### config.mk
export PLATFORM = sky130hd
export DESIGN_NAME = taillight_seq
export DESIGN_NICKNAME = d
export VERILOG_FILES = /design/src/rtl/taillight_seq.sv
export SDC_FILE = /design/constraint.sdc
export NUM_CORES = 1
export LEC_CHECK = 0
export CORE_AREA = 2 2 71 73
export DETAILED_ROUTE_END_ITERATION = 8
export DIE_AREA = 0 0 73 75
export GPL_ROUTABILITY_DRIVEN = 0
export GPL_TIMING_DRIVEN = 0
export PLACE_DENSITY = 0.62
export SLEW_MARGIN = 20
export SYNTH_ARGS = -nofsm -noshare
export SYNTH_HDL_FRONTEND = slang
export SYNTH_SLANG_ARGS = --single-unit
export TNS_END_PERCENT = 5
### constraint.sdc
create_clock -name clk -period 2.4 [get_ports clk]
set_input_delay 0.6 -clock clk [delete_from_list [all_inputs] [get_ports clk]]
set_output_delay 0.6 -clock clk [all_outputs]
set_load 0.005 [all_outputs]
### src/rtl/taillight_seq.sv
// Tail-lamp sequencer: hazard flash, left/right sweep, park and brake overlay
// for LAMPS lamps per side, with a mode code for the seven-segment driver.
module taillight_seq #(
    parameter int CLK_HZ     = 12_000_000,
    parameter int STEP_HZ    = 4,
    parameter int LAMPS      = 3,
    parameter bit ACTIVE_LOW = 1
) (
    input  logic             clk,
    input  logic             rst,
    input  logic [2:0]       mode,
    input  logic             brake,
    output logic [LAMPS-1:0] lamp_l,
    output logic [LAMPS-1:0] lamp_r,
    output logic [3:0]       mode_code,
    output logic             tick
);

    localparam int TC_RAW = CLK_HZ / STEP_HZ - 1;
    localparam int TC     = (TC_RAW < 1) ? 1 : TC_RAW;
    localparam int PW     = $clog2(TC + 1);
    localparam int SW     = $clog2(LAMPS + 1);

    localparam logic [PW-1:0]    TC_P     = PW'(TC);
    localparam logic [SW-1:0]    STEP_MAX = SW'(LAMPS);
    localparam logic [LAMPS-1:0] ALL      = {LAMPS{1'b1}};
    localparam logic [LAMPS-1:0] POL      = {LAMPS{ACTIVE_LOW}};

    typedef enum logic [2:0] {
        M_OFF    = 3'd0,
        M_HAZARD = 3'd1,
        M_LEFT   = 3'd2,
        M_RIGHT  = 3'd3,
        M_PARK   = 3'd4,
        M_RSV5   = 3'd5,
        M_RSV6   = 3'd6,
        M_RSV7   = 3'd7
    } mode_t;

    logic [2:0]       mode_m, mode_s;
    logic             brake_m, brake_s;
    mode_t            mode_q;
    logic [PW-1:0]    presc;
    logic [SW-1:0]    step;
    logic             phase;
    logic             change;
    logic [LAMPS-1:0] lit_l, lit_r, sweep;

    // Bits [s-1:0] set: the number of lit lamps equals the sweep step.
    function automatic logic [LAMPS-1:0] sweep_mask(input logic [SW-1:0] s);
        logic [LAMPS-1:0] m;
        m = '0;
        for (int i = 0; i < LAMPS; i++)
            m[i] = (SW'(i) < s);
        return m;
    endfunction

    always_ff @(posedge clk or posedge rst) begin
        if (rst) begin
            mode_m  <= '0;
            mode_s  <= '0;
            brake_m <= 1'b0;
            brake_s <= 1'b0;
        end else begin
            mode_m  <= mode;
            mode_s  <= mode_m;
            brake_m <= brake;
            brake_s <= brake_m;
        end
    end

    assign change = (mode_t'(mode_s) != mode_q);

    // A mode change restarts the animation at its first visible frame.
    always_ff @(posedge clk or posedge rst) begin
        if (rst) begin
            mode_q <= M_OFF;
            presc  <= '0;
            step   <= '0;
            phase  <= 1'b0;
            tick   <= 1'b0;
        end else if (change) begin
            mode_q <= mode_t'(mode_s);
            presc  <= '0;
            step   <= SW'(1);
            phase  <= 1'b1;
            tick   <= 1'b0;
        end else if (presc == TC_P) begin
            presc  <= '0;
            tick   <= 1'b1;
            phase  <= ~phase;
            step   <= (step == STEP_MAX) ? '0 : step + 1'b1;
        end else begin
            presc  <= presc + 1'b1;
            tick   <= 1'b0;
        end
    end

    assign sweep = sweep_mask(step);

    always_comb begin
        lit_l = '0;
        lit_r = '0;
        case (mode_q)
            M_HAZARD: begin
                lit_l = {LAMPS{phase}};
                lit_r = {LAMPS{phase}};
            end
            M_LEFT: begin
                lit_l = sweep;
                lit_r = brake_s ? ALL : '0;
            end
            M_RIGHT: begin
                lit_l = brake_s ? ALL : '0;
                lit_r = sweep;
            end
            M_PARK: begin
                lit_l = ALL;
                lit_r = ALL;
            end
            default: begin
                lit_l = brake_s ? ALL : '0;
                lit_r = brake_s ? ALL : '0;
            end
        endcase
    end

    always_ff @(posedge clk or posedge rst) begin
        if (rst) begin
            lamp_l    <= POL;
            lamp_r    <= POL;
            mode_code <= 4'h0;
        end else begin
            lamp_l    <= lit_l ^ POL;
            lamp_r    <= lit_r ^ POL;
            mode_code <= (mode_q <= M_PARK) ? {1'b0, mode_q} : 4'hF;
        end
    end

endmodule

==> results.py <==
metrics = {
    "grt": {
        "grt_pass1_wl_um": 6530,
        "grt_usage": 0.160,
        "antenna_found_initial": 0,
        "grt_pass1_vias": 1445,
        "grt_max_degree": 33,
        "grt_overflow": 0,
    },
    "setup_path": {
        "r2r_end": "phase",
        "crit-reg2reg-launch": "presc[0]",
        "end_kind": "flip-flop",
        "rrSetupSlack_ps": 200,
        "crit_start": "presc[0]",
        "crit_end": "phase",
        "start_kind": "flip-flop",
        "critPathRequiredTime_ps": 2590,
        "crit_type": "flip-flop to flip-flop",
        "reg2reg_depth": 5,
        "cp_max_fo": 10,
        "critPathArrivalTime_ps": 2390,
    },
    "sta": {
        "hold_ws_ps": 355,
        "fin_skew_ps": 6.84,
        "slew_headroom": 0.730,
        "worst_slack_ps": 198,
        "worst_slew_pin_slew_ps": 403,
        "final_hold_viol_count": 0,
        "rsz0062_at_grt": "no",
        "setup_viol": 0,
        "max_freq_ghz": 0.454,
        "drv_slew": 0,
        "period_needed_ps": 2200,
        "fin_crit_sh": 0.918,
    },
    "logic_synthesis": {
        "yosysUniqueCellTypes": 41,
        "yosysWarnings": 0,
        "synth_ff_type": "dfrtp_1",
        "netlist_area_um2": 2090,
        "ys_seq_area_frac": 0.567,
        "ys_seq_elements": 47,
        "synth_area_leader_cell": "dfrtp_1",
        "synth.avg_cell_area_um2": 10.8,
        "synth_top_area_frac": 0.492,
        "syn_nets": 202,
        "synth_area_leaders": "dfrtp_1, dfstp_2, xnor2_1, nor2_1, xor2_1",
        "async_flop_share": 1.00,
        "synth_edf_count": 0,
        "synthCells": 193,
    },
    "floorplanning": {
        "row_count": 25,
        "io_pins": 17,
        "dieArea_um2": 5480,
        "design.core.area_um2": 4660,
        "die_w_um": 73,
        "initial_utilization": 0.448,
        "fp.dieH_um": 75,
    },
    "place": {
        "hpwl_um": 2780,
        "dp_cells": 264,
        "port_buffers": 16,
        "post-place-ws_ps": 227,
    },
    "clock_tree": {
        "clk_latency_ps": 300,
        "clk_path_buf_depth": 2,
        "cts_tree": "built",
        "cts_buffers": 5,
        "cts_hold_buf": 0,
        "cts_resized": 0,
        "cts.sinks": 47,
        "postCtsSetupRepairBufs": 0,
        "clk_pin_slew_ps": 90,
        "htree_levels": 2,
        "root_buffer": "clkbuf_8",
    },
    "power_and_ir_drop": {
        "peakVddDrop_mv": 0.291,
        "p_total_mw": 1.44,
        "power_density_nw_per_um2": 593,
        "p_leak_nw": 0.923,
    },
    "routing": {
        "dr.pass1.iters": 6,
        "drtIter0Drc": 115,
        "vias": 1498,
        "drc_errors": 0,
        "ant_nets": 0,
        "wl_per_cell_um": 14.0,
        "vias_per_cell": 5.51,
        "finalWirelength_um": 3820,
    },
    "final_layout": {
        "regArea_um2": 1180,
        "antennaDiodeCount": 0,
        "final_layout_size_suffix_gt1_frac": 0.133,
        "area_growth_pct": 16.6,
        "nNetsFinal": 226,
        "instances_no_fill": 272,
        "n_fill_cell": 410,
        "multi_input_area_um2": 832,
    },
    "status": {
        "run_status": "completed",
    },
    "hold_path": {
        "hold_path_class": "flip-flop to flip-flop",
    },
    "run": {
        "maxCapViolCount": 0,
    },
}
==> through the flow <==
stage               utilization  instance area [µm²]  setup TNS (ps)
detailed placement        0.501                 2330               0
global placement          0.497                 2310           -4190
finish                    0.522                 2430               0
global route              0.522                 2430               0
CTS                       0.522                 2430               0
floorplan                     -                 2090               0
==> sequential cells by signal, indices dropped and copies added, names as in the netlist <==
register,count
step,2
mode_s,3
lamp_l,3
brake_s,1
tick,1
mode_code,4
phase,1
presc,22
brake_m,1
mode_q,3
lamp_r,3
mode_m,3
==> metal layers <==
metal,GRT usage,wire length [µm],share of wire
met5,0,0,0
met4,0.0741,82,0.021
met3,0.0428,197,0.052
met2,0.258,1890,0.49
met1,0.203,1650,0.43
==> placed cells by master (no fill, tap or decap), types with 5 or more instances in the layout <==
cell and n:
dfrtp_1 41, nor2_1 21, clkdlybuf4s50_1 16, nand2_1 11, xnor2_1 11, inv_1 7
nand4_1 7, xor2_1 7, clkbuf_1 7, o21ai_0 6, a21oi_1 6, clkbuf_8 6
dfstp_2 6, or3_1 5, nand3_1 5, nor4_1 5
==> area by class of cell <==
class	count	share of cell area
clock inverters	2	0.00668
inverters	8	0.0123
well taps	54	0.0278
clock buffers	6	0.0339
repair buffers	17	0.0740
flip-flops and latches	47	0.486
multi-input cells	128	0.342
plain buffers	10	0.0170
==> synthesized netlist by cell type (2+ instances only) <==
| library cell | instances |
|---|---|
| dfrtp_1 | 41 |
| nor2_1 | 21 |
| nand2_1 | 11 |
| xnor2_1 | 11 |
| inv_1 | 8 |
| clkbuf_1 | 7 |
| nand4_1 | 7 |
| xor2_1 | 7 |
| a21oi_1 | 6 |
| dfstp_2 | 6 |
| o21ai_0 | 6 |
| nand3_1 | 5 |
| nor4_1 | 5 |
| or3_1 | 5 |
| nor3_1 | 4 |
| or4_1 | 4 |
| a21oi_2 | 3 |
| a22o_1 | 3 |
| a31oi_1 | 3 |
| buf_2 | 3 |
| ha_1 | 3 |
| and2_1 | 2 |
| and4_1 | 2 |
| nor2b_1 | 2 |
| or2_2 | 2 |
==> critical path, stage by stage, from the launching register on <==
cell     delay, ps
dfrtp_1        410
ha_1           220
nand3_2        220
or4_1          630
nor2_1         260
mux2_2         370
==> worst min path at each step <==
stage                          from         to  slack (ps)  cells past startpoint
after CTS                 mode_m[1]  mode_s[1]         360                      0
after global routing      mode_m[0]  mode_s[0]         370                      0
final                     mode_m[1]  mode_s[1]         360                      0
after floorplan             brake_m    brake_s         330                      0
after detailed placement  mode_m[1]  mode_s[1]         340                      0
after global placement      brake_m    brake_s         330                      0
==> cells by family after synthesis <==
logic type / after synthesis / share of synthesized area
AOI/OAI and AO/OA: 26 / 0.0797
xor gates and xnor gates: 18 / 0.0755
adders and majority gates: 3 / 0.0180
buffers and inverters: 18 / 0.0342
DFF: 47 / 0.567
muxes: 2 / 0.0102
and+or+nand+nor: 79 / 0.215
==> power breakdown <==
| group | switching [mW] | total, mW | leakage (nW) | internal (mW) |
|---|---|---|---|---|
| Clock | 0.264 | 0.499 | 0.0474 | 0.235 |
| Sequential | 0.0103 | 0.833 | 0.589 | 0.823 |
| Combinational | 0.0568 | 0.110 | 0.287 | 0.0532 |
(Power assumes the default switching activity.)
